--- config.mk ---
export PLATFORM = sky130hd
export DESIGN_NAME = uart_rx_core
export DESIGN_NICKNAME = d
export VERILOG_FILES = /design/src/rtl/uart_rx_core.sv
export SDC_FILE = /design/constraint.sdc
export NUM_CORES = 1
export LEC_CHECK = 0
export BUFFER_PORTS_ARGS = -buffer_cell sky130_fd_sc_hd__clkbuf_2
export CAP_MARGIN = 25
export CORE_ASPECT_RATIO = 1.2
export CORE_MARGIN = 10
export CORE_UTILIZATION = 45
export DETAILED_ROUTE_END_ITERATION = 12
export MAX_ROUTING_LAYER = met4
export PLACE_DENSITY = 0.7
export SYNTH_ARGS = -nofsm -noshare
export SYNTH_HDL_FRONTEND = slang
export SYNTH_SLANG_ARGS = --single-unit
--- constraint.sdc ---
create_clock -name clk -period 1.8 [get_ports clk]
set_input_delay 0.36 -clock clk [delete_from_list [all_inputs] [get_ports clk]]
set_output_delay 0.36 -clock clk [all_outputs]
set_load 0.03 [all_outputs]
--- src/rtl/uart_rx_core.sv ---
// 16x-oversampled 8N1 UART receiver with a valid/ready byte output and framing/overrun flags.
// Define UART_RX_PARITY_EN to add an even-parity bit before the stop bit and the parity_err output.
module uart_rx_core #(
   parameter int CLK_FREQ   = 100000000,
   parameter int BAUDRATE   = 9600,
   parameter int OVERSAMPLE = 16
) (
   input  logic       clk,
   input  logic       rst,
   input  logic       rx,
   output logic [7:0] data,
   output logic       valid,
   input  logic       ready,
   output logic       frame_err,
   output logic       overrun,
   output logic       busy
`ifdef UART_RX_PARITY_EN
   ,
   output logic       parity_err
`endif
);

   localparam int DIV_RAW = CLK_FREQ / (BAUDRATE * OVERSAMPLE);
   localparam int DIV     = (DIV_RAW < 1) ? 1 : DIV_RAW;
   localparam int DW      = $clog2(DIV + 1);
   localparam int SW      = $clog2(OVERSAMPLE);

   localparam logic [DW-1:0] DIV_LAST = DW'(DIV - 1);
   localparam logic [SW-1:0] SC_LAST  = SW'(OVERSAMPLE - 1);
   localparam logic [SW-1:0] SC_V0    = SW'(OVERSAMPLE / 2 - 1);
   localparam logic [SW-1:0] SC_V1    = SW'(OVERSAMPLE / 2);
   localparam logic [SW-1:0] SC_V2    = SW'(OVERSAMPLE / 2 + 1);

   localparam logic [2:0] IDLE   = 3'd0;
   localparam logic [2:0] START  = 3'd1;
   localparam logic [2:0] DATA   = 3'd2;
   localparam logic [2:0] STOP   = 3'd3;
   localparam logic [2:0] BRK    = 3'd4;
`ifdef UART_RX_PARITY_EN
   localparam logic [2:0] PARITY = 3'd5;
`endif

   logic [2:0]    state;
   logic          rx_meta;
   logic          rxs;
   logic [DW-1:0] div_cnt;
   logic [SW-1:0] sc;
   logic [2:0]    bit_idx;
   logic [7:0]    shreg;
   logic          s0;
   logic          s1;
   logic          tick;
   logic          wrap;
   logic          vote_now;
   logic          vote;
`ifdef UART_RX_PARITY_EN
   logic          par_bad;
`endif

   assign tick     = (div_cnt == DIV_LAST);
   assign wrap     = tick && (sc == SC_LAST);
   assign vote_now = tick && (sc == SC_V2);
   // Majority of the three mid-bit samples; the third is the live synchronized line.
   assign vote     = (s0 & s1) | (s0 & rxs) | (s1 & rxs);
   assign busy     = (state != IDLE);

   // Output stream: a byte moves on every cycle with valid & ready both high. valid
   // is held (data frozen) until that happens; a transfer drops valid the following
   // cycle unless a newly completed byte loads on the same cycle.
   always_ff @(posedge clk) begin
      if (rst) begin
         state     <= IDLE;
         rx_meta   <= 1'b1;
         rxs       <= 1'b1;
         div_cnt   <= '0;
         sc        <= '0;
         bit_idx   <= '0;
         shreg     <= '0;
         s0        <= 1'b1;
         s1        <= 1'b1;
         data      <= '0;
         valid     <= 1'b0;
         frame_err <= 1'b0;
         overrun   <= 1'b0;
`ifdef UART_RX_PARITY_EN
         par_bad    <= 1'b0;
         parity_err <= 1'b0;
`endif
      end else begin
         rx_meta   <= rx;
         rxs       <= rx_meta;
         frame_err <= 1'b0;
         overrun   <= 1'b0;
`ifdef UART_RX_PARITY_EN
         parity_err <= 1'b0;
`endif
         div_cnt <= tick ? '0 : div_cnt + DW'(1);
         if (tick) sc <= wrap ? '0 : sc + SW'(1);
         if (tick && sc == SC_V0) s0 <= rxs;
         if (tick && sc == SC_V1) s1 <= rxs;
         if (valid && ready) valid <= 1'b0;

         case (state)
            IDLE: begin
               if (!rxs) begin
                  // Restart the divider so sampling phase follows the start edge.
                  state   <= START;
                  div_cnt <= '0;
                  sc      <= '0;
               end
            end
            START: begin
               if (vote_now && vote) begin
                  state <= IDLE;
               end else if (wrap) begin
                  state   <= DATA;
                  bit_idx <= '0;
               end
            end
            DATA: begin
               if (vote_now) shreg <= {vote, shreg[7:1]};
               if (wrap) begin
                  if (bit_idx == 3'd7) begin
`ifdef UART_RX_PARITY_EN
                     state <= PARITY;
`else
                     state <= STOP;
`endif
                  end else begin
                     bit_idx <= bit_idx + 3'd1;
                  end
               end
            end
`ifdef UART_RX_PARITY_EN
            PARITY: begin
               if (vote_now) par_bad <= vote ^ (^shreg);
               if (wrap) state <= STOP;
            end
`endif
            STOP: begin
               if (vote_now) begin
                  if (!vote) begin
                     frame_err <= 1'b1;
                     state     <= BRK;
                  end else begin
                     state <= IDLE;
`ifdef UART_RX_PARITY_EN
                     if (par_bad) parity_err <= 1'b1;
                     else if (valid && !ready) overrun <= 1'b1;
`else
                     if (valid && !ready) overrun <= 1'b1;
`endif
                     else begin
                        data  <= shreg;
                        valid <= 1'b1;
                     end
                  end
               end
            end
            BRK: begin
               if (rxs) state <= IDLE;
            end
            default: state <= IDLE;
         endcase
      end
   end

endmodule
* Word-level counts from Yosys, hierarchy flattened
Index checks and enable logic that the tools add are counted.
** Word-level totals
- Flip-flop bits (word level) :: 43
- Output and inout bits :: 12
** Cells by class
- Mux-type cells :: 28
- Eq/ne operators :: 19
- Reduce and logical (&&, ||, !) cells :: 17
- $add $sub $neg :: 3
- Bitwise logic cells :: 9
** Operators with widths (number)
- 2-to-1 mux 3 bit :: 12
- 2-to-1 mux 10 bit :: 3
- 2-to-1 mux 4 bit :: 4
- inequality test 2 bit, second input constant :: 8
- case mux 3 bit (5 select lines) :: 1
- equality test 4 bit, second input constant :: 3
- adder 10 x 1 -> 10 bit, second input constant :: 1
- equality test 10 bit, second input constant :: 1
- logical AND 1 bit :: 7
- 2-to-1 mux 1 bit :: 7
- equality test 3 x 2 -> 1 bit, second input constant :: 2
- equality test 3 bit, second input constant :: 2
- case mux 3 bit (2 select lines) :: 1
- AND reduction 6 bit :: 1
- AND reduction 5 bit :: 1
- adder 4 x 1 -> 4 bit, second input constant :: 1
- equality test 4 x 3 -> 1 bit, second input constant :: 1
- inverter 1 bit :: 4
- AND reduction 4 bit :: 1
- OR reduction 4 bit :: 1
- adder 3 x 1 -> 3 bit, second input constant :: 1
- AND 1 bit :: 3
- equality test 3 x 1 -> 1 bit, second input constant :: 1
- zero test 3 bit :: 1
- other kinds (7) :: 8

* Depth between registers and ports, before layout
Gate-level depths: netlist of run 1.
- Depth after elaboration :: 6
- Gate-level depth with buffers :: 8
- Mapped depth without buffers :: 6

* Worst setup path after synthesis of run 1
Ideal clock, no wire load.
- Path kind :: register to register
- Start point :: reg div_cnt[0]
- End point :: reg state[1]
- Setup slack :: 0.079 ns
- Data required time :: 1.742 ns
- Stages on the path, launching flop included :: 9
- Data arrival time :: 1.663 ns
- Clock period less this slack :: 1.721 ns
- Cells stage by stage :: dfxtp_1 > inv_1 > ha_1 > and4b_1 > buf_2 > and4_1 > buf_2 > a211oi_1 > o221a_2
** Between the ends
- Cells in the longest elaborated chain, start to end :: 5
- Elaborated cells on any way between the ends :: 10
- Classes of those cells :: 4 x eq/ne; 2 x mux; 4 x reduce/logical
** Ends and longest elaborated chain
- start, declared :: RTL line 46 : logic [DW-1:0] div_cnt;
- start signal, assigned :: RTL line 97 : div_cnt <= tick ? '0 : div_cnt + DW'(1);
- equality test 10 bit * :: RTL line 60 : assign tick = (div_cnt == DIV_LAST);
- logical AND 1 bit :: RTL line 62 : assign vote_now = tick && (sc == SC_V2);
- logical AND 1 bit :: RTL line 113 : if (vote_now && vote) begin
- inequality test 3 bit (no source line) or 2-to-1 mux 3 bit (tied branches)
- AND reduction 6 bit (no source line) or case mux 3 bit (5 select lines) (tied branches)
- end signal, assigned :: RTL line 72 : state <= IDLE;
- end signal, assigned :: RTL line 114 : state <= IDLE;
- end signal, assigned :: RTL line 116 : state <= DATA;
- end, declared :: RTL line 43 : logic [2:0] state;
Every way passes the cells marked *; elsewhere a longest branch is shown, timed or not.
A chain may end at the register's enable or synchronous reset.

* Worst setup path after layout of run 1
- Start point :: reg state[2]
- End point :: out busy
** Between the ends
- Cells in the longest elaborated chain, start to end :: 1
** Ends and longest elaborated chain
- start signal, assigned :: RTL line 72
- start signal, assigned :: RTL line 107 : state <= START;
- start signal, assigned :: RTL line 114
- nonzero test 3 bit :: RTL line 65 : assign busy = (state != IDLE);
- end, declared :: RTL line 16 : output logic busy
No other way between the ends.

==> results.txt, run 1 <==
- Status: complete, no violations
- Entering global routing, the biggest net connects 22 pins.
- Final max-slew violation count: 0
- Hold path startpoint: rx
- Ranking of synthesized cells by area: dfxtp_1 42%, nand2_1 5.5%, mux2i_1 4.9%
* Std-Cell Rows: 26
- The library cell used most frequently in the layout, excluding fill and tap cells, is dfxtp_1.
- For this block, the routed nets add up to approximately 4 mm of wire.
- The worst path meets setup with 0.0724 ns of slack.
- STA classifies the critical path startpoint as a flip-flop.
* Worst-skew pair later-pin latency: roughly 0.3 ns
- The tightest hold path in the finished design has a slack of roughly 0.25 ns.
* Antenna violations before repair: 0
* RSZ-0062 raised after global routing: yes
- Depth of the CTS H-tree: 2
- The initial utilization of the core area, before any placement, comes to a little under half.
* Placement Setup Slack: about 0.11 ns
* Detail Route Antenna Nets: 0
- CTS sink count: between 40 and 50
- The Yosys step of the flow raised 0 warnings.
* Post-layout minimum cycle time: about 1.7 ns
* Initial drt markers: between 100 and 150
- The path with the worst hold slack has its endpoint at rx_meta$_SDFF_PP1_.
- NumNets Final: approximately 270
* Register bit count reported by yosys: 43
* Most frequent cells in the layout: 42 x dfxtp_1, 30 x nand2_1, 21 x nor2_1, 18 x buf_4, 16 x a21oi_1
- Number of cells traversed by the worst register-to-register path: 6
- Summed over all cells, the static leakage comes to 0.000915 uW.
- Share of synthesized flip-flops with an asynchronous set or reset: 0%
- In this run the tightest slew margin relative to its limit is between 60% and 70%.
- Capturing point of the worst reg2reg path: state[1]$_SDFFE_PP0P_
- The die is 93.7 microns tall.
* First-pass GRT wire length: 7.22 mm
- In this run the deepest clock path goes through 2 buffers.
- Port-buffer cells: 15
- Using the TritonRoute via totals, the vias-per-cell ratio works out to roughly 5.3.
- The core region is between 0.004 and 0.005 sq mm.
- In this run the horizontal extent of the chip is between 80 and 90 microns.
- Buffers inserted during clock tree synthesis total 5.
* RD Place Congestion: approximately 0.82
- Relative to the synthesized area, the layout overhead comes to 19.1%.
* Synth Instances: ~230
- The worst hold path passes through 2 cells.
- Total DRC errors in the routed layout: 0
- Die Area: approximately 0.0076 sq mm
* Path class of the lowest-slack min-delay path: in2reg
- Mean cell area of the mapped netlist: between 8 and 9 sq um
- 0 antenna diodes ended up in the layout.
- Ratio of total power to cell area: around 740 mW/mm^2
* Clock Pin Slew Worst Setup and Hold Paths: 0.08 ns
- Global routing finished with a remaining overflow of 0.
- Setup violations remaining at the end of the flow were counted as 0.
- Clk Tree Root Cell: clkbuf_8
- On the final layout, the worst clock skew is 0.00723 ns.
- Sequential area share after synthesis: a little over two fifths
- The worst register-to-register path begins at bit_idx[0]$_SDFFE_PP0P_.
* Share of cells above drive strength 1: about a fifth
- Top-area cell type share of the netlist area: approximately 42%
* Worst setup EP type: output port
- Arrival time worst endpoint: about 1.4 ns
- Global routing used between 10% and 20% of the available tracks across all layers.
* Dominant synthesized flop cell: dfxtp_1
* Total number of vias: 1,689
* VDD IR max: just under 0.5 mV
* Count of boundary I/O pins: 16
* Via count of the first global-routing pass: ~1.6k
- Across the run, the number of max-cap violations was 0.
- Kind of critical path: reg2out
- The HPWL after detailed placement is around 2.9 mm.
- The final number of hold-violating endpoints came to 0.
- Total nets after synthesis: about 240
- After layout, the worst path uses 96.0% of the clock period.
* Cell area after technology mapping: ~0.002 sq mm
* CTS tree: built
- Top cell type by total area after synthesis: dfxtp_1
* Worst R2R Setup Slack: approximately 0.12 ns
- Number of iterations in the first detailed-routing pass: 4
- Required time of the critical path: 1.44 ns
- Yosys mapped a number of flops with a built-in enable equal to 0.
- For the pin with the worst max-slew slack, the measured transition is 0.503 ns.
- Based on the critical path, the design can be clocked at up to between 0.5 and 0.6 GHz.
- Wirelength per Cell: around 13 microns
- Synth cell types: 42
- Peak fanout along the critical path: 8
==> cell usage after synthesis (6+ instances only) <==
library cell	n
nand3_1	13
ha_1	7
dfxtp_1	43
or3_1	6
a21oi_1	16
nand2_1	30
o21ai_0	13
xnor2_1	6
inv_1	6
clkbuf_1	7
nor2_1	21
mux2i_1	10
==> through the flow <==
stage	total power, uW	instances	TNS [ns]	util (%)	cell area (sq um)
2_1_floorplan	1040	233	0	-	2040
3_3_place_gp	1070	311	0	52.8	2280
3_5_place_dp	1070	311	0	52.8	2280
4_1_cts	1830	319	0	55.4	2400
5_1_grt	1870	320	-0.0234	56.0	2420
6_report	1800	320	0	56.0	2420
==> flip-flops by register name, summed over array words and instances (netlist names), 3 cells and up <==
register,cells
bit_idx,3
data,8
div_cnt,10
sc,4
shreg,8
state,3
==> routing by layer <==
| layer | share of wire, % | global-route usage [%] |
|---|---|---|
| met1 | 45 | 13.6 |
| met4 | 1.4 | 4.62 |
| met5 | 0 | - |
| met2 | 50 | 19.3 |
| met3 | 3.3 | 2.97 |
==> power by group <==
part	leakage (uW)	internal, uW	switching (uW)
logic	0.000509	33.9	43.4
clock network	0.0000581	413	340
registers	0.000348	959	9.65
==> area by class of cell <==
class                   count  area [sq um]
clock inverters             3          43.8
inverters                   6          22.5
flip-flops and latches     43           862
repair buffers             35           250
multi-input cells         172          1110
well taps                  56          70.1
clock buffers               5          68.8
fillers                   415          1900
==> cells by family after synthesis <==
family / share of synthesized area (%)
AO/OA/AOI/OAI: 11.6
buffers and inverters: 3.63
AND/OR/NAND/NOR: 28.9
XOR/XNOR: 3.87
adder cells (fa/ha/maj): 4.79
flip-flops: 42.3
multiplexers: 4.92
==> worst max-delay path, stage by stage (launching register included) <==
cell and delay (ns):
dfxtp_2 0.35, buf_4 0.16, or3_1 0.37, buf_2 0.19
==> worst max path at each step <==
stage	cells past startpoint	endpoint	start
after floorplan	8	state[1]$_SDFFE_PP0P_	div_cnt[0]$_SDFF_PP0_
after global placement	4	bit_idx[0]$_SDFFE_PP0P_	div_cnt[3]$_SDFF_PP0_
after detailed placement	4	bit_idx[0]$_SDFFE_PP0P_	div_cnt[3]$_SDFF_PP0_
after CTS	3	busy	state[2]$_SDFFE_PP0P_
after global routing	7	sc[3]$_SDFF_PP0_	div_cnt[0]$_SDFF_PP0_
final	3	busy	state[2]$_SDFFE_PP0P_
==> what timing repair did <==
action / 4_1_cts / 5_1_grt
hold buffers: 0 / 0
setup endpoints to repair: 0 / 8
resized for setup: 0 / 3
setup buffers: 0 / 1
(Power assumes the default switching activity.)
==> inputs of run 2 (changes only) <==
GPL_TIMING_DRIVEN = 0   (was default)
==> results.txt, run 2 (same netlist as run 1, synthesis figures left out) <==
- Biggest registers after layout: div_cnt (10), data (8), shreg (8)
* Path class of the lowest-slack min-delay path: in2reg
- Initial drt markers: 178 (+65%)
- Counting flops per register, the top entry is div_cnt.
* Static power due to leakage: 0.000916 uW (+0.13%)
* VDD IR max: 0.463 mV (-3.7%)
- Total DRC errors in the routed layout: 0 (unchanged)
- Share of cells above drive strength 1: 27.1% (+6.6 points)
* Worst-skew pair later-pin latency: 0.30 ns (about the same)
- The final max-slew violation count came to 0 (unchanged).
- The final clock period utilization by the worst path is 100% (+4.2 points).
* Placement Setup Slack: -0.160 ns (-0.269 ns)
- The number of buffers on the longest clock path was 2 (unchanged).
* Wirelength per Cell: 13.5 microns (+7.4%)
* Via count of the first global-routing pass: 1,557 (-2.5%)
* CTS tree: built
- The area of the placeable core is 0.00433 sq mm (unchanged).
- Post-layout instance area: 0.00252 sq mm (+3.8%)
* Die Wd: 81.4 microns (unchanged)
* Arrival time worst endpoint: 2.04 ns (+0.67 ns)
- The overall via count from detail_route is 1,709 (+1.2%).
- The worst setup path is captured at a flip-flop.
- CTS sink count: 43 (unchanged)
- The total wire length is 4.33 mm (+8.0%).
- The data required time at the worst endpoint is 2.04 ns (+0.60 ns).
- Ratio of total power to cell area: 720 mW/mm^2 (-3.0%)
* Final setup margin: -0.00383 ns (-0.0762 ns)
* GR Overflow Total: 0 (unchanged)
- Height of the die: 93.7 microns (unchanged)
- CP delay by family, top: simple AND/OR/NAND/NOR gates
- Status: finished with violations
* Final Hold Violating Endpoints: 0 (unchanged)
* First-pass GRT wire length: 7.11 mm (-1.5%)
- RSZ-0062 raised after global routing: yes
- Total power consumption of the routed design: 1810 uW (+0.74%)
* Count of boundary I/O pins: 16 (unchanged)
* RD Place Congestion: 0.818 (-0.74%)
* Largest net degree at the start of global routing: 15 (-32%)
* Overall global routing resource usage: 12.0% (+0.18 points)
- The number of antenna diodes is 0 (unchanged).
* Clk Tree Root Cell: clkbuf_8
- The worst clock skew on the final layout was 0.00885 ns (+0.00162 ns).
- Actual slew at the worst max-slew pin: 0.528 ns (+0.0247 ns)
- Reported max-cap violation count: 0 (unchanged)
- The total die area came to 0.00763 sq mm (unchanged).
- Most common cell after layout, fill and taps aside: dfxtp_1
- Most frequent cells in the layout: 38 x dfxtp_1, 30 x nand2_1, 21 x nor2_1, 14 x clkbuf_2
* Final design utilization: 58.2% (+2.1 points)
- The critical path goes through inv_2 -> ha_4 -> and4b_2 -> buf_6 -> nand4_4 -> or4_4 -> a21oi_2.
- Port-buffer cells: 15 (unchanged)
* Antenna violations before repair: 0 (unchanged)
- The number of flip-flops in the largest register came to 10 (unchanged).
* Cell area after placement: 0.00218 sq mm (-4.5%)
- The reg2reg setup slack was -0.004 ns (-0.12 ns).
* Detail Route Antenna Nets: 0 (unchanged)
- STA classifies the critical path startpoint as a flip-flop.
* Final setup violating endpoints: 1 (+1)
* Number of fillers in the final layout: 384 (-7.5%)
* Critical path's largest stage delay: 0.57 ns (+0.20 ns)
- Relative max-transition margin: 64.8% (-1.6 points)
- Signed area change from the synthesized netlist to the final layout: 23.6%
- Initial standard-cell utilization of the core: 47.1% (unchanged)
* NumNets Final: 276 (+0.73%)
- The maximum fanout encountered on the critical timing path came to 5 (-3).
- Kind of critical path: reg2reg
- Critical path buffers and inverters: 2 (unchanged)
* Std-Cell Rows: 26 (unchanged)
- Cell with the largest stage delay on the worst path: or4_4
- Total clock buffers created by CTS: 5 (unchanged)
- The number of vias per cell after detailed routing is 5.31 (+0.56%).
- The number of optimization iterations in the first detailed-route pass was 4 (unchanged).
* Clock Pin Slew Worst Setup and Hold Paths: 0.08 ns (about the same)
- The final reports fail on negative setup slack.
- Half-perimeter wire length after placement: 2.90 mm (-0.11%)
* Post-layout minimum cycle time: 1.80 ns (+0.0762 ns)
- The CTS H-tree depth came to 2 (unchanged).
- Maximum frequency from static timing analysis: 0.554 GHz (-4.2%)
run 2: repair_timing:
item | 4_1_cts | 5_1_grt
resized for setup | 11 | 34
pin swaps | 1 | 5
endpoints found under the setup margin | 24 | 21
hold buffers | 0 | 0
setup buffers | 3 | 8
run 2: final cells by class:
type / count / area [sq um] / share of cell area [%]
buffer: 11 / 60.1 / 2.39
clock buffer: 5 / 68.8 / 2.73
clock inverter: 3 / 43.8 / 1.74
inverter: 6 / 22.5 / 0.895
multi-input combinational: 172 / 1190 / 47.5
sequential: 43 / 872 / 34.7
tap: 56 / 70.1 / 2.78
timing repair buffer: 26 / 184 / 7.31
run 2: path summary, 6_finish.rpt:
path / start / to / cells after the start
setup / recovery: div_cnt[0]$_SDFF_PP0_ / bit_idx[0]$_SDFFE_PP0P_ / 7
hold / removal: rx / rx_meta$_SDFF_PP1_ / 2
setup reg to reg: div_cnt[0]$_SDFF_PP0_ / bit_idx[0]$_SDFFE_PP0P_ / 7
hold reg to reg: rx_meta$_SDFF_PP1_ / rxs$_SDFF_PP1_ / 1
run 2: report_power, final:
part / leakage [uW] / switching [uW] / internal [uW]
Clock: 0.0000581 / 345 / 413
Combinational: 0.000508 / 50.6 / 33.9
Sequential: 0.000350 / 11.1 / 958
Total: 0.000916 / 407 / 1410
run 2: stage by stage:
| stage | std cells | hold slack, ns | setup TNS (ns) |
|---|---|---|---|
| 2_1_floorplan | 233 | 0.389 | 0 |
| 3_3_place_gp | 304 | 0.391 | -2.25 |
| 3_5_place_dp | 304 | 0.395 | -2.74 |
| 4_1_cts | 314 | 0.235 | 0 |
| 5_1_grt | 322 | 0.250 | -0.150 |
| 6_report | 322 | 0.244 | -0.00383 |
run 2: worst reg2reg max path: cells and delay by family (launching register included):
family                   cells  cell delay (ns)
flip-flops                   1             0.37
AO/OA/AOI/OAI                1             0.13
AND/OR/NAND/NOR              3             0.95
buffers and inverters        2             0.19
adder cells (fa/ha/maj)      1             0.11
run 2: metal layers:
metal  global-route usage [%]  up-vias  wire length (microns)
met3                     2.97        8                    160
li1                         -      878                      -
met4                     5.20        0                     78
met5                        -        -                      0
met2                     19.9       17                   2280
met1                     13.3      806                   1820
